[src/rtl/ipsl_pcie_dma_mwr_tx.sv]
// Memory-write TLP transmitter: takes one DMA write command, drives the read
// stage request, then emits a 3DW/4DW MWr header followed by the payload beats.
module ipsl_pcie_dma_mwr_tx #(
  parameter logic [9:0] MAX_PAYLOAD_DW = 10'd128
) (
  input  logic         clk,
  input  logic         rst_n,
  input  logic         i_cmd_valid,
  output logic         o_cmd_ready,
  input  logic [63:0]  i_cmd_pcie_addr,
  input  logic [63:0]  i_cmd_local_addr,
  input  logic [9:0]   i_cmd_length,
  input  logic [15:0]  i_req_id,
  output logic         o_rd_en,
  output logic [9:0]   o_rd_length,
  output logic [63:0]  o_rd_addr,
  input  logic         i_gen_tlp_start,
  input  logic [127:0] i_rd_data,
  input  logic         i_last_data,
  output logic         o_tlp_tx,
  output logic         o_tx_hold,
  output logic         o_axis_tvalid,
  input  logic         i_axis_tready,
  output logic [127:0] o_axis_tdata,
  output logic [3:0]   o_axis_tkeep,
  output logic         o_axis_tlast,
  output logic         o_busy,
  output logic         o_done,
  output logic         o_err
);

  typedef enum logic [2:0] {
    S_IDLE, S_CHECK, S_WAIT_DATA, S_HDR, S_DATA, S_GAP
  } state_t;

  state_t       state_q, state_d;
  logic [63:2]  addr_q, addr_d;
  logic [63:0]  local_q, local_d;
  logic [9:0]   len_q, len_d;
  logic [9:0]   rem_q, rem_d;
  logic [15:0]  req_q, req_d;
  logic [7:0]   tag_q, tag_d;
  logic         cmd_ready_c;

  // Destination address is DW aligned, so the two byte-offset bits carry nothing.
  logic unused_addr_lsb;
  assign unused_addr_lsb = ^i_cmd_pcie_addr[1:0];

  logic [10:0]  end_dw;
  logic         reject;
  logic         is_4dw;
  logic [31:0]  hdr_dw0, hdr_dw1;
  logic [127:0] hdr_data;
  logic [3:0]   data_keep;

  // A TLP may not run past the 4KB page that contains its start address.
  assign end_dw = {1'b0, addr_q[11:2]} + {1'b0, len_q};
  assign reject = (len_q == 10'd0) || (len_q > MAX_PAYLOAD_DW) || (end_dw > 11'd1024);

  assign is_4dw  = |addr_q[63:32];
  assign hdr_dw0 = {(is_4dw ? 3'b011 : 3'b010), 5'b00000, 1'b0, 3'b000, 4'b0000,
                    1'b0, 1'b0, 2'b00, 2'b00, len_q};
  assign hdr_dw1 = {req_q, tag_q, ((len_q == 10'd1) ? 4'h0 : 4'hF), 4'hF};
  assign hdr_data = is_4dw ? {addr_q[31:2], 2'b00, addr_q[63:32], hdr_dw1, hdr_dw0}
                           : {32'h0, addr_q[31:2], 2'b00, hdr_dw1, hdr_dw0};

  always_comb begin
    case (rem_q)
      10'd1:   data_keep = 4'h1;
      10'd2:   data_keep = 4'h3;
      10'd3:   data_keep = 4'h7;
      default: data_keep = 4'hF;
    endcase
  end

  always_ff @(posedge clk or negedge rst_n) begin
    if (!rst_n) begin
      state_q <= S_IDLE;
      addr_q  <= '0;
      local_q <= '0;
      len_q   <= '0;
      rem_q   <= '0;
      req_q   <= '0;
      tag_q   <= '0;
    end else begin
      state_q <= state_d;
      addr_q  <= addr_d;
      local_q <= local_d;
      len_q   <= len_d;
      rem_q   <= rem_d;
      req_q   <= req_d;
      tag_q   <= tag_d;
    end
  end

  always_comb begin
    state_d       = state_q;
    addr_d        = addr_q;
    local_d       = local_q;
    len_d         = len_q;
    rem_d         = rem_q;
    req_d         = req_q;
    tag_d         = tag_q;
    cmd_ready_c   = 1'b0;
    o_rd_en       = 1'b0;
    o_tlp_tx      = 1'b0;
    o_axis_tvalid = 1'b0;
    o_axis_tdata  = '0;
    o_axis_tkeep  = '0;
    o_axis_tlast  = 1'b0;
    o_done        = 1'b0;
    o_err         = 1'b0;
    case (state_q)
      S_IDLE: begin
        cmd_ready_c = 1'b1;
        if (i_cmd_valid) begin
          addr_d  = i_cmd_pcie_addr[63:2];
          local_d = i_cmd_local_addr;
          len_d   = i_cmd_length;
          req_d   = i_req_id;
          state_d = S_CHECK;
        end
      end
      S_CHECK: begin
        if (reject) begin
          o_err   = 1'b1;
          state_d = S_IDLE;
        end else begin
          state_d = S_WAIT_DATA;
        end
      end
      S_WAIT_DATA: begin
        o_rd_en = 1'b1;
        if (i_gen_tlp_start) state_d = S_HDR;
      end
      S_HDR: begin
        o_rd_en       = 1'b1;
        o_axis_tvalid = 1'b1;
        o_axis_tdata  = hdr_data;
        o_axis_tkeep  = is_4dw ? 4'hF : 4'h7;
        if (i_axis_tready) begin
          rem_d   = len_q;
          state_d = S_DATA;
        end
      end
      S_DATA: begin
        // Read stage pops on tlp_tx && ~tx_hold, so an unpopped beat stays put.
        o_rd_en       = 1'b1;
        o_tlp_tx      = 1'b1;
        o_axis_tvalid = i_gen_tlp_start;
        o_axis_tdata  = i_rd_data;
        o_axis_tkeep  = data_keep;
        o_axis_tlast  = i_last_data;
        if (i_gen_tlp_start && i_axis_tready) begin
          rem_d = (rem_q > 10'd4) ? (rem_q - 10'd4) : 10'd0;
          if (i_last_data) state_d = S_GAP;
        end
      end
      S_GAP: begin
        o_done  = 1'b1;
        tag_d   = tag_q + 8'd1;
        state_d = S_IDLE;
      end
      default: state_d = S_IDLE;
    endcase
  end

  // Gated so every output reads 0 while reset is held.
  assign o_cmd_ready = cmd_ready_c & rst_n;
  assign o_tx_hold   = ~i_axis_tready;
  assign o_busy      = (state_q != S_IDLE);
  assign o_rd_length = len_q;
  assign o_rd_addr   = local_q;

  // The read stage's last-beat flag must line up with the DW count.
  a_last_matches_len: assert property (
    @(posedge clk) disable iff (!rst_n)
    (state_q == S_DATA && i_gen_tlp_start && i_axis_tready) |-> (i_last_data == (rem_q <= 10'd4))
  );

endmodule

[config.mk]
export PLATFORM = sky130hd
export DESIGN_NAME = ipsl_pcie_dma_mwr_tx
export DESIGN_NICKNAME = d
export VERILOG_FILES = /design/src/rtl/ipsl_pcie_dma_mwr_tx.sv
export SDC_FILE = /design/constraint.sdc
export NUM_CORES = 1
export LEC_CHECK = 0
export ABC_AREA = 1
export CAP_MARGIN = 20
export CORE_AREA = 5 5 190 192
export DETAILED_ROUTE_END_ITERATION = 12
export DIE_AREA = 0 0 195 197
export GPL_TIMING_DRIVEN = 0
export HOLD_SLACK_MARGIN = 0.06
export SLEW_MARGIN = 20
export SYNTH_ARGS = -nofsm -noshare
export SYNTH_HDL_FRONTEND = slang
export SYNTH_SLANG_ARGS = --single-unit
[constraint.sdc]
create_clock -name clk -period 1.9 [get_ports clk]
set_input_delay 0.38 -clock clk [delete_from_list [all_inputs] [get_ports clk]]
set_output_delay 0.38 -clock clk [all_outputs]
set_load 0.01 [all_outputs]
==> Yosys cells after proc, flatten, opt, wreduce, memory -nomap -nowiden <==
Cells that the tools add are included.
{ "word_totals": {"regBits": 173, "input_bits": 288, "out_inout_bits": 215} }
{ "classes": {"n_addsub": 3, "magnitude_cmp": 3, "eq_ne": 14, "n_mux": 26, "bitwise": 2, "reduce_logical": 12} }
{ "ops": {"columns": ["op", "count"], "rows": [
  ["case mux 128 bit (2 select lines)", 1],
  ["two-way mux 128 bit", 1],
  ["OR reduction 32 bit", 1],
  ["two-way mux 10 bit", 3],
  ["equality test 10 x 1 -> 1 bit (second input constant)", 2],
  ["equality test 10 x 2 -> 1 bit (second input constant)", 2],
  ["case mux 10 bit (2 select lines)", 1],
  ["two-way mux 3 bit", 5],
  ["case mux 3 bit (5 select lines)", 1],
  ["case mux 4 bit (3 select lines)", 1],
  ["adder 10 x 10 -> 11 bit", 1],
  ["> comparator 11 bit (second input constant)", 1],
  ["> comparator 10 x 3 -> 1 bit (second input constant)", 1],
  ["> comparator 10 x 8 -> 1 bit (second input constant)", 1],
  ["logical NOT 10 bit", 1],
  ["!= test 2 bit (second input constant)", 5],
  ["subtractor 10 x 3 -> 10 bit (second input constant)", 1],
  ["adder 8 x 1 -> 8 bit (second input constant)", 1],
  ["two-way mux 1 bit", 8],
  ["two-way mux 4 bit", 2],
  ["case mux 4 bit (2 select lines)", 1],
  ["equality test 3 x 2 -> 1 bit (second input constant)", 2],
  ["equality test 3 bit (second input constant)", 2],
  ["AND reduction 5 bit", 1],
  ["other kinds (13)", 14]
]} }

==> Longest topological paths before layout <==
Gate-level depths: netlist of run 1.
{ "logic_depth": {"word_depth": 5, "mapped_depth": 17} }

==> Worst setup path after synthesis of run 1 <==
OpenSTA, ideal clock, no wires.
{ "synth_path": {"path_kind": "reg-to-output", "from": "register len_q[0], in the netlist o_rd_length[0]", "to": "output o_err", "arrival_ns": 1.912, "path_slack_ns": -0.392, "stages_incl_launch_ff": 13, "path_cell_list": "dfrtp_1 ha_1 inv_1 fa_1 inv_1 nand3_1 nand2_1 nand2_1 nand3_1 a21oi_1 o21bai_1 nand2_1 a21boi_0"} }
{ "synth_via": {"elab_chain_len": 5, "elab_cells_between_ends": 8} }
{ "synth_lines": {"columns": ["element", "line", "source"], "rows": [
  ["start: declaration", "39", "logic [9:0] len_q, len_d;"],
  ["start signal: assignment", "89", "len_q <= len_d;"],
  ["adder 10 x 10 -> 11 bit (tied with other cells)", "57", "assign end_dw = {1'b0, addr_q[11:2]} + {1'b0, len_q};"],
  ["> comparator 11 bit / logical OR 1 bit (equally long branches)", "58", "assign reject = (len_q == 10'd0) || (len_q > MAX_PAYLOAD_DW) || (end_dw > 11'd1024);"],
  ["logical OR 1 bit *", "58", null],
  ["two-way mux 1 bit *", "125", "if (reject) begin"],
  ["two-way mux 1 bit *", "113", "case (state_q)"],
  ["end: declaration", "29", "output logic o_err"]
]} }
Mark *: on every way between the ends. The rest lies on a longest branch, timed or not.

==> Final worst setup path of run 1 <==
Ends and elaborated chain as after synthesis.

==> results of run 1 <==
[placed cells by master, fill, tap and decap left out, types with 5 or more instances in the layout]
cell type	instances
buf_12	25
nand3_1	14
o21ai_4	9
nand3_2	6
nand2_1	129
buf_6	96
nor4_4	5
o21ai_1	26
ha_1	10
buf_2	98
inv_2	5
clkdlybuf4s50_1	349
dfrtp_1	155
inv_6	7
nor2_2	9
nand2_4	12
mux2_2	115
nor2_4	22
a21oi_1	41
o21ai_2	42
nor2_1	54
inv_1	91
a21oi_2	19
buf_4	71
clkbuf_16	32
buf_8	22
nand2_2	17
a22o_1	25
dlymetal6s2s_1	10
dfrtp_2	18
a21oi_4	22
xor2_1	10
[routing by layer]
metal / track usage / vias up / share of wire
li1: - / 4560 / -
met1: 0.253 / 4835 / 0.38
met2: 0.413 / 408 / 0.53
met3: 0.0701 / 48 / 0.069
met4: 0.0579 / 2 / 0.020
met5: 0 / - / 0.00028
[power by group through the flow]
| stage | combinational (W) | sequential, W | clock [W] |
|---|---|---|---|
| 6_report | 0.0143 | 0.00729 | 0.00376 |
| 5_1_grt | 0.0153 | 0.00752 | 0.00400 |
| 4_1_cts | 0.0121 | 0.00711 | 0.00384 |
| 3_5_place_dp | 0.0111 | 0.00700 | 0 |
| 3_3_place_gp | 0.0110 | 0.00695 | 0 |
| 2_1_floorplan | 0.00560 | 0.00683 | 0 |
[Yosys cell counts, types with 3 or more instances]
| cell | count | area (µm²) |
|---|---|---|
| a21oi_1 | 82 | 410 |
| a22o_1 | 25 | 219 |
| a22oi_1 | 4 | 30.0 |
| a31oi_1 | 3 | 18.8 |
| buf_1 | 4 | 15.0 |
| buf_2 | 24 | 120 |
| buf_4 | 14 | 105 |
| clkbuf_1 | 16 | 60.1 |
| dfrtp_1 | 173 | 4330 |
| ha_1 | 14 | 175 |
| inv_1 | 94 | 353 |
| inv_2 | 7 | 26.3 |
| mux2_2 | 115 | 1290 |
| nand2_1 | 157 | 589 |
| nand3_1 | 20 | 100 |
| nor2_1 | 81 | 304 |
| nor2_2 | 3 | 18.8 |
| nor3_1 | 5 | 25.0 |
| nor4_1 | 11 | 68.8 |
| o21ai_0 | 75 | 375 |
| o21ai_1 | 3 | 15.0 |
| o22ai_1 | 3 | 18.8 |
| xor2_1 | 10 | 87.6 |
[per-stage QoR]
step	TNS (ps)	util	hold WS (ps)	cell area, µm²	setup WS [ps]
after global routing	-102030	0.531	-48.2	18200	-1110
after floorplan	-269	-	84.4	9060	-221
after CTS	-166590	0.476	-57.0	16300	-990
after detailed placement	-198690	0.429	429	14700	-1900
final	-87480	0.531	-103	18200	-989
after global placement	-1456480	0.428	461	14600	-7320
[area by class of cell]
class | instances | area, µm²
inverter | 102 | 408
clock inverter | 13 | 179
timing repair buffer | 636 | 6300
fill | 3018 | 16000
sequential | 173 | 4350
tap | 455 | 569
clock buffer | 18 | 429
multi-input combinational | 638 | 5190
buffer | 56 | 749
[timing repair]
action                                  4_1_cts  5_1_grt
endpoints found under the hold margin        82       82
pin swaps                                    18       49
gates cloned                                 10       10
buffers inserted                             62       66
gates resized for setup                     807      472
endpoints found under the setup margin      240      318
[logic make-up after synthesis]
| group | count (synthesis) | synth area share |
|---|---|---|
| mux | 115 | 0.143 |
| compound gates | 205 | 0.130 |
| buf+inv | 163 | 0.0785 |
| xor+xnor | 11 | 0.0106 |
| flops | 173 | 0.478 |
| fa+ha+maj | 15 | 0.0216 |
| simple gates | 292 | 0.138 |
[state kept, by name (all words and copies together), names as in the netlist]
register and cells:
addr_q 62, o_rd_addr 64, o_rd_length 10, rem_q 10, req_q 16, state_q 3
tag_q 8
[worst max-delay path, cell delays in order, from the launching register on]
cell,delay [ps]
dfrtp_2,410
ha_4,140
inv_2,30
fa_2,340
inv_2,70
nand3_2,80
nand2_2,110
nand2_1,70
nand3_2,90
a21oi_1,70
o21bai_1,220
nand2_4,100
a21boi_2,160
buf_2,160
[path summary, 6_finish.rpt]
path / startpoint / to / slack (ps) / depth (start not counted)
worst max register to register: o_rd_length[0]$_DFFE_PN0P_ / state_q[1]$_DFFE_PN0P_ / -320 / 16
worst max-delay path: o_rd_length[0]$_DFFE_PN0P_ / o_err / -990 / 13
max in group asynchronous: rst_n / addr_q[46]$_DFFE_PN0P_ / 970 / 2
worst min register to register: tag_q[6]$_DFFE_PN0P_ / tag_q[6]$_DFFE_PN0P_ / 490 / 1
min in group clk: i_axis_tready / state_q[0]$_DFFE_PN0P_ / 480 / 2
worst min-delay path: rst_n / o_rd_addr[5]$_DFFE_PN0P_ / -100 / 1
==> results.toml, run 1 <==
[sta]
rsz0062_at_grt = "yes"
slew_violations = 0
clock-skew-final_ps = 16.1
layout_setup_ws_ps = -989
finalSetupViolCount = 164
finalCritPeriodShare = 1.52
slew_headroom = 0.397
max_freq_ghz = 0.346
worst_pin_slew_ps = 904
finalHoldViolations = 82
timing.hold.ws_ps = -103
finalWorstPathRequiredPeriod_ps = 2890

[final_layout]
fin_cells = 2091
area_growth_pct = 101
final_layout_size_suffix_gt1_frac = 0.425
num_antenna_cells = 0
final_nets = 1927

[pwr]
p_clk_frac = 0.148
swShare = 0.401
p_seq_frac = 0.288
power_switching_w = 0.0101
finalPower_w = 0.0253
power_density_nw_per_um2 = 1390
combPwrFrac = 0.563
peakVddDrop_v = 0.000733
p_leak_nw = 8.22
p_int_w = 0.0152

[yosys]
syn_area_per_cell_um2 = 9.29
synth_cells = 974
ys_async_sr_fraction = 1.00
synth_edf_count = 0
synth_area_um2 = 9050
synth_warnings = 0
yosysUniqueCellTypes = 47
yosys_most_used_dff = "dfrtp_1"
synth.ff_latch_count = 173
synth_nets = 1277
ys_seq_area_frac = 0.478

[setup_path]
end_kind = "output pin"
cp.arrival_ps = 2510
required_ps = 1520
worstSetupPathType = "reg2out"
cp-start-kind = "flop"
path_max_fanout = 3

[global_route]
track_usage = 0.224
antenna_found_initial = 2
overflow = 0
grt_pass1_vias = 10100
grt_max_degree = 92
grt_pass1_wl_mm = 64.4

[routing]
wirelength_mm = 47.1
antenna_left = 0
avgRoutedWirePerCell_um = 22.5
drc = 0
dr.first_iter.drc_count = 447
routed_via_density = 4.71
via_count = 9853
dr.pass1.iters = 6

[outcome]
violations = "hold timing, setup timing"
outcome = "finished with violations"

[die]
rows = 68
chipWidth_um = 195
ioPinCount = 503
core-area_um2 = 34200
die-area_um2 = 38400
die_h_um = 197
start_util = 0.265

[clocking]
htreeDepth = 4
clkLatencyLatePin_ps = 460
numClockSinks = 173
cts.reportedPaths.clkPinSlew_ps = 70
cts-root-buf = "clkbuf_16"
cts_tree = "done"
clockBufferDepth = 2
cts_buffers = 17

[placed_design]
dp_hpwl_mm = 33.3
io_buffers = 500
globalplace.congestion = 0.904
place_inst = 1930

[worst_hold_path]
hold_path.class = "in2async"

[run]
max_cap_violations = 0
(Power assumes the default switching activity.)
==> run 2: changes to the inputs <==
--- a/config.mk
+++ b/config.mk
@@ -7,7 +7,7 @@
 export LEC_CHECK = 0
 export ABC_AREA = 1
 export CAP_MARGIN = 20
-export CORE_AREA = 5 5 190 192
+export CORE_AREA = 2 2 193 195
 export DETAILED_ROUTE_END_ITERATION = 12
 export DIE_AREA = 0 0 195 197
 export GPL_TIMING_DRIVEN = 0
==> run 2 against run 1 <==
Critical endpoint is now o_axis_tdata[74]. Critical path depth down 3. Non-clock buffer count up 13. Die area unchanged. The run ends with setup timing left. Highest routed layer unchanged. Clock power up 1%.
==> results.toml, run 2 (synthesized netlist as in run 1, its figures left out) <==
[global_route]
antenna_found_initial = 5
overflow = 0
grt_pass1_vias = 10100
grt_pass1_wl_mm = 66.2
track_usage = 0.239
grt_max_degree = 89

[sta]
slew_violations = 0
rsz0062_at_grt = "yes"
finalHoldViolations = 0
finalSetupViolCount = 150
finalCritPeriodShare = 1.54
layout_setup_ws_ps = -1020
clock-skew-final_ps = 10.0
slew_headroom = 0.534
final.setup.tns_ps = -87930
finalWorstPathRequiredPeriod_ps = 2920
worst_pin_slew_ps = 693
max_freq_ghz = 0.343

[clocking]
cts_buffers = 17
numClockSinks = 173
cts.reportedPaths.clkPinSlew_ps = 70
cts_tree = "done"
clockBufferDepth = 2
clkLatencyLatePin_ps = 450
htreeDepth = 4
cts-root-buf = "clkbuf_16"

[setup_path]
critPathBufInv = 5
cp_cell_sequence = "nor4_4 > nand4_1 > buf_6 > nor2_4 > buf_6 > buf_4 > buf_6 > a21oi_1 > o21ai_1 > buf_2"
slowest_stage = "dfrtp_1"
r2r-start = "o_rd_length[0]$_DFFE_PN0P_"
critPathTopFamily = "buffers and inverters"
cp_common_cell = "buf_6"
end_kind = "output pin"
worstSetupPathType = "reg2out"
crit_start = "addr_q[48]$_DFFE_PN0P_"
path_max_fanout = 6
cp.arrival_ps = 2540
reg2reg_slack_ps = -350
cp-start-kind = "flop"
cp_slowest_stage_delay_ps = 440
required_ps = 1520

[routing]
antenna_left = 0
drc = 0
avgRoutedWirePerCell_um = 22.6
via_count = 9979
dr.pass1.iters = 5
routed_via_density = 4.70
wirelength_mm = 48.0
dr.first_iter.drc_count = 457

[pwr]
p_int_w = 0.0146
power_switching_w = 0.00982
swShare = 0.402
p_clk_frac = 0.156
p_seq_frac = 0.292
combPwrFrac = 0.552
power_density_nw_per_um2 = 1370
peakVddDrop_v = 0.000723
finalPower_w = 0.0244
p_leak_nw = 8.15

[final_layout]
multi_input_area_um2 = 4780
layout_commonest_cell = "clkdlybuf4s50_1"
fin_area_um2 = 17800
layout_common_cells = "349 x clkdlybuf4s50_1, 155 x dfrtp_1, 133 x nand2_1, 115 x mux2_2, 101 x buf_2"
area_growth_pct = 96.8
register_area_um2 = 4350
final_nets = 1940
fin_cells = 2121
largest_reg_flops = 64
final_layout_size_suffix_gt1_frac = 0.407
num-fill-cells = 3393

[placed_design]
dp_slack_ps = -2020
io_buffers = 500
place_area_um2 = 14700
place_inst = 1944
dp_hpwl_mm = 34.1
globalplace.congestion = 0.843

[die]
chipWidth_um = 195
die-area_um2 = 38400
rows = 70
die_h_um = 197
start_util = 0.250
ioPinCount = 503
core-area_um2 = 36300

[outcome]
outcome = "finished with violations"
violations = "setup timing"

[worst_hold_path]
hold_path.class = "in2reg"
worstHoldStart = "i_axis_tready"

[run]
max_cap_violations = 0
## run 2: cell count changes in the layout (fill, tap and decap cells not counted), moves of 5 or more
| cell | change |
|---|---|
| a21oi_4 | -21 |
| a21oi_2 | +7 |
| clkbuf_4 | +6 |
| buf_4 | +7 |
| nand2_4 | -6 |
| o21ai_1 | +7 |
| buf_8 | -5 |
| nand3_1 | +5 |
| clkbuf_16 | -6 |
| a21oi_1 | +14 |
| nand3_2 | -5 |
## run 2: power by group through the flow
| stage | logic (W) | registers (W) | clock network [W] |
|---|---|---|---|
| floorplan | 0.00560 | 0.00683 | 0 |
| global placement | 0.0111 | 0.00702 | 0 |
| detailed placement | 0.0112 | 0.00707 | 0 |
| CTS | 0.0123 | 0.00708 | 0.00390 |
| global route | 0.0144 | 0.00737 | 0.00404 |
| finish | 0.0135 | 0.00714 | 0.00381 |
## run 2: final timing paths
path	to	depth (start not counted)
setup reg to reg	state_q[1]$_DFFE_PN0P_	16
hold reg to reg	tag_q[6]$_DFFE_PN0P_	1
setup / recovery	o_axis_tdata[74]	10
max in group asynchronous	addr_q[32]$_DFFE_PN0P_	3
hold / removal	state_q[0]$_DFFE_PN0P_	2
min in group asynchronous	tag_q[5]$_DFFE_PN0P_	2
## run 2: metal layers
layer	global-route usage	share of wire	wire length, µm	vias to the layer above
li1	-	-	-	4582
met1	0.278	0.39	18800	4903
met2	0.426	0.51	24500	439
met3	0.0690	0.075	3610	53
met4	0.0684	0.021	1030	2
met5	0	0.00033	16	-
## run 2: final cells by class
class,instances,share of cell area
multi-input combinational,638,0.269
clock inverter,14,0.0101
inverter,102,0.0229
antenna,3,0.000421
timing repair buffer,649,0.361
tap,468,0.0329
sequential,173,0.244
clock buffer,18,0.0241
buffer,56,0.0353
## run 2: through the flow
| stage | hold slack, ps | util |
|---|---|---|
| 2_1_floorplan | 84.4 | - |
| 3_3_place_gp | 456 | 0.404 |
| 3_5_place_dp | 206 | 0.406 |
| 4_1_cts | 471 | 0.460 |
| 5_1_grt | 440 | 0.491 |
| 6_report | 432 | 0.491 |
## run 2: timing repair
action,CTS,global route
setup endpoints to repair,224,313
buffers inserted,76,63
cloned,9,4
endpoints found under the hold margin,84,0
pin swaps,14,43
resized for setup,776,367
hold buffers,4,0
